**src/rtl/cluster_tx_scheduler_pkg.sv**
```systemverilog
// Package cluster_pkg: shared cluster geometry, the cluster record, the
// scheduler FSM state type and small helpers (slot validity, popcount).
// Imported by the scheduler top and its FIFO.
package cluster_pkg;

    localparam int MXCLUSTERS = 8;   // cluster slots per BX
    localparam int MXCLSTBITS = 14;  // {cnt, adr}
    localparam int MXADRBITS  = 11;
    localparam int MXCNTBITS  = 3;
    localparam int PCW        = $clog2(MXCLUSTERS + 1);  // popcount width

    // Addresses at or above this value mark an empty slot.
    localparam logic [MXADRBITS-1:0] CLUSTER_INVALID_MIN = MXADRBITS'(1536);

    typedef struct packed {
        logic [MXCNTBITS-1:0] cnt;
        logic [MXADRBITS-1:0] adr;
    } cluster_t;

    typedef enum logic {
        S_IDLE  = 1'b0,
        S_DRAIN = 1'b1
    } sched_state_t;

    function automatic logic cluster_valid(input cluster_t c);
        return c.adr < CLUSTER_INVALID_MIN;
    endfunction

    function automatic logic [PCW-1:0] popcount(input logic [MXCLUSTERS-1:0] m);
        logic [PCW-1:0] n;
        n = '0;
        for (int i = 0; i < MXCLUSTERS; i++) n += PCW'(m[i]);
        return n;
    endfunction

endpackage

```
**src/rtl/cluster_tx_scheduler_if.sv**
```systemverilog
// Interface cluster_tx_scheduler_if: cluster snapshot input and the
// valid/ready link output of the scheduler.
//   clusters_in, bx_strobe        : packer side (slot i at [i*14+13:i*14])
//   out_cluster/out_tag/out_valid : link side, out_ready from serializer
//   out_parity                    : only with CLUSTER_SCHED_PARITY_EN
// modport master = the scheduler, modport slave = its environment.
interface cluster_tx_scheduler_if #(
    parameter int MXCLUSTERS = 8,
    parameter int MXCLSTBITS = 14,
    parameter int TAGBITS    = 3
);
    logic [MXCLUSTERS*MXCLSTBITS-1:0] clusters_in;
    logic                             bx_strobe;
    logic [MXCLSTBITS-1:0]            out_cluster;
    logic [TAGBITS-1:0]               out_tag;
    logic                             out_valid;
    logic                             out_ready;
`ifdef CLUSTER_SCHED_PARITY_EN
    logic                             out_parity;
`endif

    modport master (
        input  clusters_in, bx_strobe, out_ready,
`ifdef CLUSTER_SCHED_PARITY_EN
        output out_parity,
`endif
        output out_cluster, out_tag, out_valid
    );

    modport slave (
        output clusters_in, bx_strobe, out_ready,
`ifdef CLUSTER_SCHED_PARITY_EN
        input  out_parity,
`endif
        input  out_cluster, out_tag, out_valid
    );
endinterface

```
**src/rtl/cluster_tx_scheduler_fifo.sv**
```systemverilog
// cluster_sched_fifo: 2-write / 1-read show-ahead FIFO with a registered
// output word. Total occupancy (memory + output register) never exceeds
// DEPTH because writers are limited by 'free'.
//   clk, rst_n     : clock, async active-low reset
//   wr_n, wr_d0/1  : push 0, 1 or 2 words this cycle (d0 first)
//   free           : DEPTH - occupancy, before any pop this cycle
//   rd_valid/ready : head handshake, rd_data held while not accepted
module cluster_sched_fifo #(
    parameter int WIDTH = 17,
    parameter int DEPTH = 32
) (
    input  logic                     clk,
    input  logic                     rst_n,
    input  logic [1:0]               wr_n,
    input  logic [WIDTH-1:0]         wr_d0,
    input  logic [WIDTH-1:0]         wr_d1,
    output logic [$clog2(DEPTH):0]   free,
    output logic                     rd_valid,
    input  logic                     rd_ready,
    output logic [WIDTH-1:0]         rd_data
);
    localparam int AW = $clog2(DEPTH);
    localparam int CW = AW + 1;

    logic [WIDTH-1:0] mem [DEPTH];
    logic [AW-1:0]    wr_ptr, wr_ptr1, rd_ptr;
    logic [CW-1:0]    mem_cnt;
    logic             pop, load;

    assign pop     = rd_valid && rd_ready;
    // Refill the output register whenever it is empty or being consumed.
    assign load    = (mem_cnt != '0) && (!rd_valid || pop);
    assign wr_ptr1 = wr_ptr + 1'b1;
    assign free    = CW'(DEPTH) - mem_cnt - CW'(rd_valid);

    always_ff @(posedge clk) begin
        if (wr_n != 2'd0) mem[wr_ptr]  <= wr_d0;
        if (wr_n == 2'd2) mem[wr_ptr1] <= wr_d1;
    end

    always_ff @(posedge clk or negedge rst_n) begin
        if (!rst_n) begin
            wr_ptr   <= '0;
            rd_ptr   <= '0;
            mem_cnt  <= '0;
            rd_valid <= 1'b0;
            rd_data  <= '0;
        end else begin
            wr_ptr  <= wr_ptr + AW'(wr_n);
            mem_cnt <= mem_cnt + CW'(wr_n) - CW'(load);
            if (load) begin
                rd_ptr   <= rd_ptr + 1'b1;
                rd_data  <= mem[rd_ptr];
                rd_valid <= 1'b1;
            end else if (pop) begin
                rd_valid <= 1'b0;
            end
        end
    end
endmodule

```
**src/rtl/cluster_tx_scheduler.sv**
```systemverilog
// cluster_tx_scheduler: captures the 8 cluster slots on each bx_strobe,
// drops empty slots, pushes valid clusters two per cycle into a FIFO and
// hands them one at a time to the trigger link, each tagged with a BX tag.
// BXs arriving while a previous one is still draining are rejected and
// their valid clusters counted in drop_cnt.
//   clock4x, global_reset_n : 160 MHz clock, async active-low reset
//   link (master)           : clusters_in/bx_strobe in, out_* handshake
//   busy                    : holding register occupied (DRAIN)
//   drop_cnt, overflow      : saturating drop count, sticky drop flag
// Optional macro CLUSTER_SCHED_PARITY_EN adds link.out_parity
// (XOR of {out_tag, out_cluster}), stored in the FIFO with the word.
module cluster_tx_scheduler
    import cluster_pkg::*;
#(
    parameter int FIFO_DEPTH = 32,
    parameter int TAGBITS    = 3,
    parameter int DROPBITS   = 16
) (
    input  logic                    clock4x,
    input  logic                    global_reset_n,
    cluster_tx_scheduler_if.master  link,
    output logic                    busy,
    output logic [DROPBITS-1:0]     drop_cnt,
    output logic                    overflow
);
    localparam int SW = $clog2(MXCLUSTERS);
    localparam int CW = $clog2(FIFO_DEPTH) + 1;
`ifdef CLUSTER_SCHED_PARITY_EN
    localparam int FW = MXCLSTBITS + TAGBITS + 1;
`else
    localparam int FW = MXCLSTBITS + TAGBITS;
`endif

    sched_state_t                         state, state_nxt;
    cluster_t     [MXCLUSTERS-1:0]        slot_in, hold_slot;
    logic         [MXCLUSTERS-1:0]        slot_vld, hold_mask, mask_nxt;
    logic         [TAGBITS-1:0]           tag_cnt, hold_tag;
    logic         [SW-1:0]                sel_a, sel_b;
    logic                                 has_a, has_b;
    logic         [1:0]                   n_push;
    logic         [CW-1:0]                free;
    logic         [FW-1:0]                word_a, word_b, rd_word;
    logic                                 accept, reject;
    logic         [PCW-1:0]               drop_pc;
    logic         [DROPBITS+PCW-1:0]      drop_sum;
    logic         [DROPBITS-1:0]          drop_sat;

    assign slot_in = link.clusters_in;

    for (genvar i = 0; i < MXCLUSTERS; i++) begin : g_vld
        assign slot_vld[i] = cluster_valid(slot_in[i]);
    end

    // Lowest pending slot -> A, next lowest -> B.
    always_comb begin
        sel_a = '0;
        sel_b = '0;
        has_a = 1'b0;
        has_b = 1'b0;
        for (int i = MXCLUSTERS - 1; i >= 0; i--) begin
            if (hold_mask[i]) begin
                sel_b = sel_a;
                has_b = has_a;
                sel_a = i[SW-1:0];
                has_a = 1'b1;
            end
        end
    end

    // Push as many of A, B as the FIFO has room for; zero room = stall.
    always_comb begin
        n_push   = 2'd0;
        mask_nxt = hold_mask;
        if (state == S_DRAIN) begin
            if (has_a && free != '0)     n_push = 2'd1;
            if (has_b && free >= CW'(2)) n_push = 2'd2;
        end
        if (n_push != 2'd0) mask_nxt[sel_a] = 1'b0;
        if (n_push == 2'd2) mask_nxt[sel_b] = 1'b0;
    end

    assign accept = link.bx_strobe && (state == S_IDLE);
    // Covers the return-to-IDLE cycle too: the state register is still DRAIN.
    assign reject = link.bx_strobe && (state == S_DRAIN);

    always_comb begin
        state_nxt = state;
        case (state)
            S_IDLE:  if (accept && slot_vld != '0) state_nxt = S_DRAIN;
            S_DRAIN: if (mask_nxt == '0)           state_nxt = S_IDLE;
            default: state_nxt = S_IDLE;
        endcase
    end

    always_ff @(posedge clock4x or negedge global_reset_n) begin
        if (!global_reset_n) state <= S_IDLE;
        else                 state <= state_nxt;
    end

    assign drop_pc  = popcount(slot_vld);
    assign drop_sum = {{PCW{1'b0}}, drop_cnt} + (DROPBITS+PCW)'(drop_pc);
    assign drop_sat = (drop_sum > {{PCW{1'b0}}, {DROPBITS{1'b1}}}) ? '1
                                                                   : drop_sum[DROPBITS-1:0];

    always_ff @(posedge clock4x or negedge global_reset_n) begin
        if (!global_reset_n) begin
            hold_slot <= '0;
            hold_mask <= '0;
            hold_tag  <= '0;
            tag_cnt   <= '0;
            drop_cnt  <= '0;
            overflow  <= 1'b0;
        end else begin
            if (link.bx_strobe) tag_cnt <= tag_cnt + 1'b1;
            if (accept) begin
                hold_slot <= slot_in;
                hold_mask <= slot_vld;
                hold_tag  <= tag_cnt;
            end else begin
                hold_mask <= mask_nxt;
            end
            if (reject) begin
                drop_cnt <= drop_sat;
                if (drop_pc != '0) overflow <= 1'b1;
            end
        end
    end

`ifdef CLUSTER_SCHED_PARITY_EN
    assign word_a = {^{hold_tag, hold_slot[sel_a]}, hold_tag, hold_slot[sel_a]};
    assign word_b = {^{hold_tag, hold_slot[sel_b]}, hold_tag, hold_slot[sel_b]};
    assign link.out_parity = rd_word[FW-1];
`else
    assign word_a = {hold_tag, hold_slot[sel_a]};
    assign word_b = {hold_tag, hold_slot[sel_b]};
`endif

    cluster_sched_fifo #(.WIDTH(FW), .DEPTH(FIFO_DEPTH)) u_fifo (
        .clk      (clock4x),
        .rst_n    (global_reset_n),
        .wr_n     (n_push),
        .wr_d0    (word_a),
        .wr_d1    (word_b),
        .free     (free),
        .rd_valid (link.out_valid),
        .rd_ready (link.out_ready),
        .rd_data  (rd_word)
    );

    assign link.out_cluster = rd_word[MXCLSTBITS-1:0];
    assign link.out_tag     = rd_word[MXCLSTBITS +: TAGBITS];
    assign busy             = (state == S_DRAIN);
endmodule
```
**src/flat_wrapper.sv**
```systemverilog
// flat-port wrapper written by rule: the top's interface ports become plain ports
module cluster_tx_scheduler_flat import cluster_pkg::*;
#(
    parameter int FIFO_DEPTH = 32,
    parameter int TAGBITS    = 3,
    parameter int DROPBITS   = 16
)
  (clock4x, global_reset_n, busy, drop_cnt, overflow, link_clusters_in, link_bx_strobe, link_out_ready, link_out_cluster, link_out_tag, link_out_valid);
  cluster_tx_scheduler_if #(.TAGBITS(TAGBITS)) link_i ();
  input  logic clock4x;
  input  logic global_reset_n;
  output logic busy;
  output logic [DROPBITS-1:0] drop_cnt;
  output logic overflow;
  input wire logic [$bits(link_i.clusters_in)-1:0] link_clusters_in;
  input wire logic [$bits(link_i.bx_strobe)-1:0] link_bx_strobe;
  input wire logic [$bits(link_i.out_ready)-1:0] link_out_ready;
  output wire logic [$bits(link_i.out_cluster)-1:0] link_out_cluster;
  output wire logic [$bits(link_i.out_tag)-1:0] link_out_tag;
  output wire logic [$bits(link_i.out_valid)-1:0] link_out_valid;
  assign link_i.clusters_in = link_clusters_in;
  assign link_i.bx_strobe = link_bx_strobe;
  assign link_i.out_ready = link_out_ready;
  assign link_out_cluster = link_i.out_cluster;
  assign link_out_tag = link_i.out_tag;
  assign link_out_valid = link_i.out_valid;
  cluster_tx_scheduler #(.FIFO_DEPTH(FIFO_DEPTH), .TAGBITS(TAGBITS), .DROPBITS(DROPBITS)) u_core (.clock4x(clock4x), .global_reset_n(global_reset_n), .link(link_i), .busy(busy), .drop_cnt(drop_cnt), .overflow(overflow));
endmodule
```
**config.mk**
```make
export PLATFORM = sky130hd
export DESIGN_NAME = cluster_tx_scheduler_flat
export DESIGN_NICKNAME = d
export VERILOG_FILES = /design/src/rtl/cluster_tx_scheduler_pkg.sv /design/src/rtl/cluster_tx_scheduler_if.sv /design/src/rtl/cluster_tx_scheduler_fifo.sv /design/src/rtl/cluster_tx_scheduler.sv /design/src/flat_wrapper.sv
export SDC_FILE = /design/constraint.sdc
export NUM_CORES = 1
export LEC_CHECK = 0
export CORE_MARGIN = 1
export CORE_UTILIZATION = 50
export CTS_BUF_LIST = sky130_fd_sc_hd__clkbuf_8
export DETAILED_ROUTE_END_ITERATION = 10
export PLACE_DENSITY = 0.68
export SLEW_MARGIN = 15
export SYNTH_ARGS = -nofsm -noshare
export SYNTH_HDL_FRONTEND = slang
export SYNTH_HIERARCHICAL = 1
export SYNTH_SLANG_ARGS = --single-unit
```
**constraint.sdc**
```tcl
create_clock -name clock4x -period 5.06 [get_ports clock4x]
set_input_delay 0.759 -clock clock4x [delete_from_list [all_inputs] [get_ports clock4x]]
set_output_delay 0.759 -clock clock4x [all_outputs]
set_load 0.02 [all_outputs]
```
==> run summary, run 1 <==
Antenna violations before repair -> 9
Filler cells -> 6160
Top cells by count, synth -> mux2_2 (650), edfxtp_1 (544), mux2i_1 (352)
Crit path DAT -> 5.38 ns
Row count -> 101
Post-route setup TNS -> 0 ns
Portion of netlist area occupied by mux cells -> 0.301
Largest family of logic cells by synthesized area -> multiplexers
Worst-Skew Late Latency -> 0.74 ns
WS Path Type -> in -> reg
EDFF count, synth -> 544
Vias in the first global route -> 25200
Synth unique cells -> 78
Top post-synthesis cells by area -> edfxtp_1 (42%), mux2_2 (19%), dfrtp_1 (12%), mux2i_1 (9.2%), a22oi_1 (1.3%)
CTS tree -> yes
Global-route wire length before repair -> 160000 µm
Syn nets -> 2883
RSZ-0062 raised after global routing -> false
Initial Util -> 0.506
Post-DR wirelength/cell -> 27.1 µm
Max cap viols -> 0
Layout cells sized above 1 -> 0.344
Hold WC Path Type -> reg -> reg
Average size of a mapped cell -> 14.1 µm²
Largest net degree at the start of global routing -> 139
Area Growth Syn to Fin -> 12.6%
Root Buffer -> clkbuf_8
Register area -> 0.0208 mm²
Synth Area in XOR/XNOR -> 0.00774
CORE AREA -> 0.0761 mm²
GP Congestion -> 0.929
Inserted Clock Buffers -> 119
Routed Antenna Nets -> 0
Synth Area in Compound Gates -> 0.0614
Final setup fails -> 0
Hold Slack -> 0.474 ns
Clk buf depth -> 3
Global route overflow -> 0
DR vias/cell -> 6.16
Yosys top cell by area -> edfxtp_1
Element type at the critical path start -> input port
Design Area, Final -> 0.0434 mm²
CTS clk-pin slew, worst paths -> 0.06 ns
Placed Instance Area -> 0.0411 mm²
Asr flop ratio synth -> 0.247
Post-synthesis sequential area ratio -> 0.540
Yosys top cell area share -> 0.424
Drt drc -> 0
CP max FO -> 6
Synth Register Bits -> 722
Pre-antenna DRT Iters -> 5
Die ar. -> 0.0781 mm²
Final nets -> 3002
Die Y -> 279 µm
Worst endpoint required time -> 5.68 ns
Cells after Synth -> 2733
IO Pins -> 152
Multi-input logic area -> 0.0164 mm²
Outcome -> finished, final reports clean
Via count -> 24600
Post-Syn Area -> 0.0385 mm²
Crit path time final -> 4.76 ns
Final period util -> 0.941
Clock sinks -> 722
Main synth FF type -> edfxtp_1
Max Freq -> 0.210 GHz
Simple-Gate Fraction of Synth Area -> 0.0379
Die span in x -> 279 µm
# H-tree levels -> 3
Hpwl dp -> 66700 µm
Slew @ Worst Pin -> 1.21 ns
Slew HR -> 0.193
Endpoints failing hold -> 0
Adder-cell share of the synthesized area -> 0.0132
Setup Skew -> 0.0418 ns
Yosys warns -> 6
Count leader, synth -> mux2_2
Starting DRT DRC Count -> 2166
Final Max Tran Viols -> 0
Worst setup EP type -> flip-flop
Total wire length -> 108000 µm
Gr usage total -> 0.276
IO buf count -> 151
path summary, 6_finish.rpt:
kind | startpoint | to | slack, ns | depth (start not counted)
setup / recovery | link_clusters_in[10] | u_core/drop_cnt[14] | 0.30 | 18
hold / removal | u_core/tag_cnt[2] | u_core/tag_cnt[2] | 0.47 | 1
setup reg to reg | u_core/u_fifo/rd_valid | u_core/u_fifo/mem[9][4] | 0.31 | 16
hold reg to reg | u_core/tag_cnt[2] | u_core/tag_cnt[2] | 0.47 | 1
max in group asynchronous | global_reset_n | u_core/hold_slot[77] | 3.32 | 3
min in group asynchronous | global_reset_n | u_core/hold_tag[0] | 0.60 | 2
routing by layer:
metal / track usage / vias up / wire length, µm
li1: - / 10800 / -
met1: 0.372 / 12600 / 44300
met2: 0.446 / 1020 / 51800
met3: 0.0496 / 197 / 8690
met4: 0.107 / 0 / 3440
met5: 0 / - / 0
logic make-up after synthesis:
kind of cell               Yosys count
muxes                             1049
xor gates and xnor gates            31
and+or+nand+nor                    254
DFF                                722
AOI/OAI and AO/OA                  326
adders and majority gates           37
buffers and inverters              314
critical path, stage by stage:
cell and delay [ns]:
clkdlybuf4s50_1 0.49, nand2_1 0.12, fa_1 0.54, inv_1 0.06, fa_1 0.49, fa_1 0.52
inv_1 0.04, ha_1 0.22, fa_1 0.56, inv_1 0.05, fa_1 0.38, nor2b_1 0.13
o21ai_1 0.10, a21oi_1 0.17, and2_1 0.17, and4_2 0.32, a21oi_1 0.08, a31oi_1 0.16
timing repair:
item                                   CTS  global route
setup endpoints to repair                0            10
resized for setup                        0             3
hold buffers                             1             0
buffers inserted                         0             1
endpoints found under the hold margin   40             0
layout by cell type (no fill, tap or decap), types with 68 or more instances in the layout:
cell	synthesis	routed
mux2i_1	352	352
clkdlybuf4s50_1	0	150
mux2_2	650	650
a22oi_1	68	68
nand2_1	99	97
buf_4	33	105
dfrtp_1	178	174
clkbuf_8	0	131
inv_1	44	93
edfxtp_1	544	544
sequential cells by signal, summed over array words and instances, names as in the netlist, 5 cells and up:
name                   flops
u_core/u_fifo/mem        544
u_core/u_fifo/mem_cnt      6
u_core/hold_mask           8
u_core/u_fifo/rd_ptr       5
u_core/drop_cnt           16
u_core/u_fifo/rd_data     17
u_core/hold_slot         112
u_core/u_fifo/wr_ptr       5
per-stage QoR:
| stage | cells | util | worst slack [ns] |
|---|---|---|---|
| floorplan | 2733 | - | 0.0478 |
| global placement | 3759 | 0.540 | -0.423 |
| detailed placement | 3759 | 0.540 | -0.592 |
| CTS | 3982 | 0.570 | 0.186 |
| global route | 3986 | 0.570 | 0.0417 |
| finish | 3987 | 0.570 | 0.300 |
area by class of cell:
| type | instances | area share |
|---|---|---|
| inverters | 45 | 0.00390 |
| well taps | 1030 | 0.0297 |
| repair buffers | 267 | 0.0580 |
| flip-flops and latches | 722 | 0.480 |
| diodes | 4 | 0.000231 |
| clock buffers | 130 | 0.0413 |
| clock inverters | 92 | 0.00998 |
| multi-input cells | 1697 | 0.377 |
Power of run 1 is not shown: default switching activity piles up to over one toggle a cycle in this logic, so the estimate is an artifact.
==> run 2: changes to the inputs <==
--- a/config.mk
+++ b/config.mk
@@ -9,6 +9,7 @@
 export CORE_UTILIZATION = 50
 export CTS_BUF_LIST = sky130_fd_sc_hd__clkbuf_8
 export DETAILED_ROUTE_END_ITERATION = 10
+export HOLD_SLACK_MARGIN = 0.02
 export PLACE_DENSITY = 0.68
 export SLEW_MARGIN = 15
 export SYNTH_ARGS = -nofsm -noshare
==> results of run 2 <==
Same layout as run 1: the final DEF is identical, and so are final timing and power.
Power of run 2 is left out for the same reason.
==> variant 1: new RTL, settings of run 2 <==
`TAGBITS` is set to 3 in 3 places; all go to 6.
--- a/src/rtl/cluster_tx_scheduler_if.sv
+++ b/src/rtl/cluster_tx_scheduler_if.sv
@@ -7,7 +7,7 @@
 interface cluster_tx_scheduler_if #(
     parameter int MXCLUSTERS = 8,
     parameter int MXCLSTBITS = 14,
-    parameter int TAGBITS    = 3
+    parameter int TAGBITS    = 6
 );
     logic [MXCLUSTERS*MXCLSTBITS-1:0] clusters_in;
     logic                             bx_strobe;
--- a/src/rtl/cluster_tx_scheduler.sv
+++ b/src/rtl/cluster_tx_scheduler.sv
@@ -13,7 +13,7 @@
     import cluster_pkg::*;
 #(
     parameter int FIFO_DEPTH = 32,
-    parameter int TAGBITS    = 3,
+    parameter int TAGBITS    = 6,
     parameter int DROPBITS   = 16
 ) (
     input  logic                    clock4x,
--- a/src/flat_wrapper.sv
+++ b/src/flat_wrapper.sv
@@ -2,7 +2,7 @@
 module cluster_tx_scheduler_flat import cluster_pkg::*;
 #(
     parameter int FIFO_DEPTH = 32,
-    parameter int TAGBITS    = 3,
+    parameter int TAGBITS    = 6,
     parameter int DROPBITS   = 16
 )
   (clock4x, global_reset_n, busy, drop_cnt, overflow, link_clusters_in, link_bx_strobe, link_out_ready, link_out_cluster, link_out_tag, link_out_valid);
Ports: changed (resized link_out_tag); port bits go from 152 to 155. The function was not compared with the original's and may differ.
==> variant 1 against run 2 <==
Critical path depth up 1. Register-to-register slack gained 240 ps. Via count increased by 16%. Synthesized cell count rose by 17%. Global-route usage rose by 1.4 points. Utilization grew 0.38 points. Sequential cell count grew 105. Worst hold slack worse by 430 ps. Synthesized area up 12%. Routed wire length is 16% higher. Worst setup slack lost 54 ps. Final area up 13%.
Power is left out: the tool's default activity adds up to more than one toggle a clock period on the data nets, which glitch-free logic cannot reach.
==> variant 1: results (changes against run 2) <==
status = finished, final reports clean
Port-buffer cells = 154 (+2.0%)
drt first-iter violations = 3296 (+52%)
post-synthesis sequential area ratio = 0.553 (+0.0125)
postcts setup bufs = 0 (unchanged)
wire length on met2 = 59500 um (+15%)
Post-synth top cells = 706 x mux2_2, 640 x edfxtp_1, 477 x nand2_1
initial antenna violation count = 8 (-1)
number of global-route vias before repair = 29200 (+16%)
r2r setup slk = 550 ps (+240 ps)
hpwl dp = 77400 um (+16%)
R2R depth = 17 (+1)
M1 WL = 50700 um (+14%)
post-synth cell types = 73 (-6.4%)
drt pass-1 iters = 6 (+1)
Pins Over Slew Limit = 0 (unchanged)
GR Util met3 = 0.0534 (+0.00381)
layout cells sized above 1 = 0.358 (+0.0135)
EDFF count, synth = 640 (+18%)
Post-Synthesis Net Count = 3361 (+17%)
met1 global-route usage = 0.393 (+0.0210)
TritonCTS buffer count = 141 (+18%)
GRT Total Usage = 0.290 (+0.0139)
Placed Instances = 4339 (+15%)
HP Class = in -> async
routed len/inst = 27.3 um (+0.66%)
FF-to-FF Start = u_core/u_fifo/mem_cnt[0]$_DFF_PN0_
first-pass GRT wire length = 186000 um (+16%)
synth top area cells = edfxtp_1 44%, mux2_2 18%, dfrtp_1 11%
crit path max fanout = 8 (+2)
pin count of the biggest net entering global routing = 106 (-24%)
Placement Setup Slack = -529 ps (+63.9 ps)
biggest regs = u_core/u_fifo/mem x640, u_core/hold_slot x112, u_core/u_fifo/rd_data x20
routed wl met3 = 10500 um (+21%)
R2R Path End = u_core/u_fifo/mem[13][4]$_DFFE_PP_
final cell count without fillers = 4596 (+15%)
nets = 3488 (+16%)
clk_skew = 54.8 ps (+13.0 ps)
syn avg cell area = 13.5 um2 (-4.4%)
met2 usage = 0.464 (+0.0186)
vias per inst = 6.21 (+0.81%)
Least-Margin Pin Slew = 1180 ps (-25.8 ps)
GP Congestion = 0.908 (-2.2%)
Critical Path AT = 5500 ps (+120 ps)
grt ovf = 0 (unchanged)
placed inst area = 46300 um2 (+13%)
asr flop ratio synth = 0.226 (-0.0204)
# H-tree levels = 4 (+1)
clock latency on the worst-skew pair = 830 ps (+90 ps)
## variant 1: final cells by class
cell class                 count  area, um2
timing repair buffer         314       2830
inverter                      40        150
antenna                        4       10.0
tap                         1144       1430
clock inverter                96        503
multi-input combinational   2014      18000
sequential                   827      23900
clock buffer                 157       2160
fill                        6897      36400
## variant 1: critical path, cell delays in order
cell and delay, ps:
clkdlybuf4s50_1 500, and2_1 160, inv_1 60, fa_1 510, inv_1 60, fa_1 510, fa_1 530, inv_1 50
ha_1 220, fa_1 600, inv_1 70, fa_1 400, nor2b_1 130, o21ai_0 120, a21oi_1 240, and3_1 210
buf_4 160, and3_1 150, a21oi_1 70
## variant 1: how the worst max path moves through the flow
stage / startpoint / end / slack [ps] / cells after the start
3_3_place_gp: link_clusters_in[24] / u_core/drop_cnt[12]$_DFFE_PN0P_ / -490 / 19
2_1_floorplan: link_clusters_in[24] / u_core/drop_cnt[11]$_DFFE_PN0P_ / 100 / 18
6_report: link_clusters_in[23] / u_core/drop_cnt[12]$_DFFE_PN0P_ / 250 / 19
4_1_cts: link_clusters_in[23] / u_core/drop_cnt[11]$_DFFE_PN0P_ / 320 / 18
3_5_place_dp: link_clusters_in[23] / u_core/drop_cnt[11]$_DFFE_PN0P_ / -530 / 18
5_1_grt: link_clusters_in[23] / u_core/drop_cnt[11]$_DFFE_PN0P_ / 7 / 18
## variant 1: cell families after synthesis
family,Yosys count,synth area share
flip-flops,827,0.553
adder cells (fa/ha/maj),36,0.0115
AO/OA/AOI/OAI,299,0.0485
multiplexers,974,0.276
AND/OR/NAND/NOR,672,0.0673
buffers and inverters,370,0.0373
XOR/XNOR,33,0.00668
==> variant 2: new RTL, settings of run 2 <==
Without the edit above. Register the output `drop_cnt` once more, without a reset; this adds one clock of latency there. The other outputs are not delayed to match.
--- a/src/rtl/cluster_tx_scheduler.sv
+++ b/src/rtl/cluster_tx_scheduler.sv
@@ -25,6 +25,8 @@
 );
     localparam int SW = $clog2(MXCLUSTERS);
     localparam int CW = $clog2(FIFO_DEPTH) + 1;
+
+    logic [DROPBITS-1:0] drop_cnt_s0;
 `ifdef CLUSTER_SCHED_PARITY_EN
     localparam int FW = MXCLSTBITS + TAGBITS + 1;
 `else
@@ -98,7 +100,7 @@
     end
 
     assign drop_pc  = popcount(slot_vld);
-    assign drop_sum = {{PCW{1'b0}}, drop_cnt} + (DROPBITS+PCW)'(drop_pc);
+    assign drop_sum = {{PCW{1'b0}}, drop_cnt_s0} + (DROPBITS+PCW)'(drop_pc);
     assign drop_sat = (drop_sum > {{PCW{1'b0}}, {DROPBITS{1'b1}}}) ? '1
                                                                    : drop_sum[DROPBITS-1:0];
 
@@ -108,7 +110,7 @@
             hold_mask <= '0;
             hold_tag  <= '0;
             tag_cnt   <= '0;
-            drop_cnt  <= '0;
+            drop_cnt_s0 <= '0;
             overflow  <= 1'b0;
         end else begin
             if (link.bx_strobe) tag_cnt <= tag_cnt + 1'b1;
@@ -120,7 +122,7 @@
                 hold_mask <= mask_nxt;
             end
             if (reject) begin
-                drop_cnt <= drop_sat;
+                drop_cnt_s0 <= drop_sat;
                 if (drop_pc != '0) overflow <= 1'b1;
             end
         end
@@ -150,4 +152,8 @@
     assign link.out_cluster = rd_word[MXCLSTBITS-1:0];
     assign link.out_tag     = rd_word[MXCLSTBITS +: TAGBITS];
     assign busy             = (state == S_DRAIN);
+    always_ff @(posedge clock4x) begin
+        drop_cnt <= drop_cnt_s0;
+    end
+
 endmodule
Function: changed (a bounded check fails within 4 cycles, from zero or initial values and one cycle with global_reset_n low).
==> variant 2 against run 2 <==
Final area up 1.3%. Sequential cell count up 16. Via count up 5.5%. Worst setup slack worse by 160 ps. Routed wire length up 1.3%. Synthesized area up 0.99%. Global-route usage up 0.34 points.
Power is left out: the tool's default activity adds up to more than one toggle a clock period on the data nets, which glitch-free logic cannot reach.
==> variant 2: results (changes against run 2) <==
Port-buffer cells = 151 (unchanged)
Post-synth top cells = 546 x mux2_2, 544 x edfxtp_1, 471 x nand2_1
post-synth cell types = 86 (+10%)
Synth Area in XOR/XNOR = 0.00766 (-0.0000759)
drt first-iter violations = 2620 (+21%)
adder-cell share of the synthesized area = 0.0126 (-0.000644)
initial antenna violation count = 1 (-8)
pin count of the biggest net entering global routing = 107 (-23%)
slew margin rel. = 0.139 (-0.0537)
postcts setup bufs = 0 (unchanged)
clock latency on the worst-skew pair = 790 ps (+50 ps)
vias per inst = 6.05 (-1.9%)
status = finished, final reports clean
r2r setup slk = 330 ps (+20 ps)
Placed Instances = 4056 (+7.9%)
routed len/inst = 25.6 um (-5.8%)
HP Class = in -> async
syn avg cell area = 12.8 um2 (-9.0%)
crit path capture = u_core/drop_cnt_s0[2]$_DFFE_PN0P_
clk_skew = 34.4 ps (-7.45 ps)
WL final = 110000 um (+1.3%)
nets = 3308 (+10%)
GRT Total Usage = 0.280 (+0.00345)
layout cells sized above 1 = 0.294 (-0.0504)
hpwl dp = 70700 um (+6.1%)
asr flop ratio synth = 0.241 (-0.00534)
Final min period = 4920 ps (+160 ps)
fill count = 6251 (+1.5%)
Critical Path AT = 5630 ps (+250 ps)
R2R Path End = u_core/u_fifo/mem[9][6]$_DFFE_PP_
R2R depth = 18 (+2)
Synth Area in Compound Gates = 0.0693 (+0.00789)
first-pass GRT wire length = 164000 um (+2.2%)
synth top area cells = edfxtp_1 42%, mux2_2 16%, dfrtp_1 11%
Crit path largest cell delay = 570 ps
hold slack final = 89.1 ps (-385 ps)
placed inst area = 41500 um2 (+1.0%)
CTS clock-pin slew for the worst setup and hold paths = 60 ps (about the same)
mux contribution to synthesized area = 0.254 (-0.0478)
number of global-route vias before repair = 26300 (+4.1%)
CP max stage cell = fa_1
Post-Synthesis Net Count = 3182 (+10%)
crit path max fanout = 5 (-1)
setup tns final = 0 ps (unchanged)
Placement Setup Slack = -742 ps (-150 ps)
DRC errors left = 0 (unchanged)
# H-tree levels = 4 (+1)
FF-to-FF Start = u_core/u_fifo/rd_valid$_DFFE_PN0P_
CP delay by family, top = adder cells
post-synthesis sequential area ratio = 0.543 (+0.00294)
GP Congestion = 0.922 (-0.66%)
TritonCTS buffer count = 130 (+9.2%)
drt pass-1 iters = 6 (+1)
Post-CTS Resized = 0 (unchanged)
biggest regs = u_core/u_fifo/mem x544, u_core/hold_slot x112, u_core/u_fifo/rd_data x17
variant 2: cell type report:
type | count | area (um2) | area share
flip-flops and latches | 738 | 21100 | 0.481
multi-input cells | 1961 | 16400 | 0.373
repair buffers | 285 | 2610 | 0.0594
clock buffers | 142 | 1950 | 0.0445
well taps | 1030 | 1290 | 0.0293
clock inverters | 87 | 422 | 0.00960
inverters | 42 | 158 | 0.00359
diodes | 2 | 5.00 | 0.000114
variant 2: cells by family after synthesis:
| family | Yosys count |
|---|---|
| multiplexers | 888 |
| flip-flops | 738 |
| AND/OR/NAND/NOR | 635 |
| AO/OA/AOI/OAI | 372 |
| buffers and inverters | 333 |
| adder cells (fa/ha/maj) | 35 |
| XOR/XNOR | 31 |
variant 2: worst min path at each step:
stage | startpoint | endpoint | depth (start not counted)
6_report | global_reset_n | u_core/hold_slot[88]$_DFFE_PN0P_ | 1
5_1_grt | global_reset_n | u_core/hold_slot[87]$_DFFE_PN0P_ | 1
4_1_cts | global_reset_n | u_core/hold_slot[87]$_DFFE_PN0P_ | 1
3_5_place_dp | u_core/drop_cnt_s0[14]$_DFFE_PN0P_ | u_core/drop_cnt[14]$_DFF_P_ | 0
3_3_place_gp | u_core/drop_cnt_s0[14]$_DFFE_PN0P_ | u_core/drop_cnt[14]$_DFF_P_ | 0
2_1_floorplan | u_core/drop_cnt_s0[0]$_DFFE_PN0P_ | u_core/drop_cnt[0]$_DFF_P_ | 0
variant 2: metal layers:
layer,wire (um),global-route usage,part of all wire,vias up
met5,0,0,0,-
met4,4220,0.117,0.039,0
met3,7550,0.0504,0.069,187
met2,51500,0.450,0.47,1054
met1,46300,0.373,0.42,13100
li1,-,-,-,11600
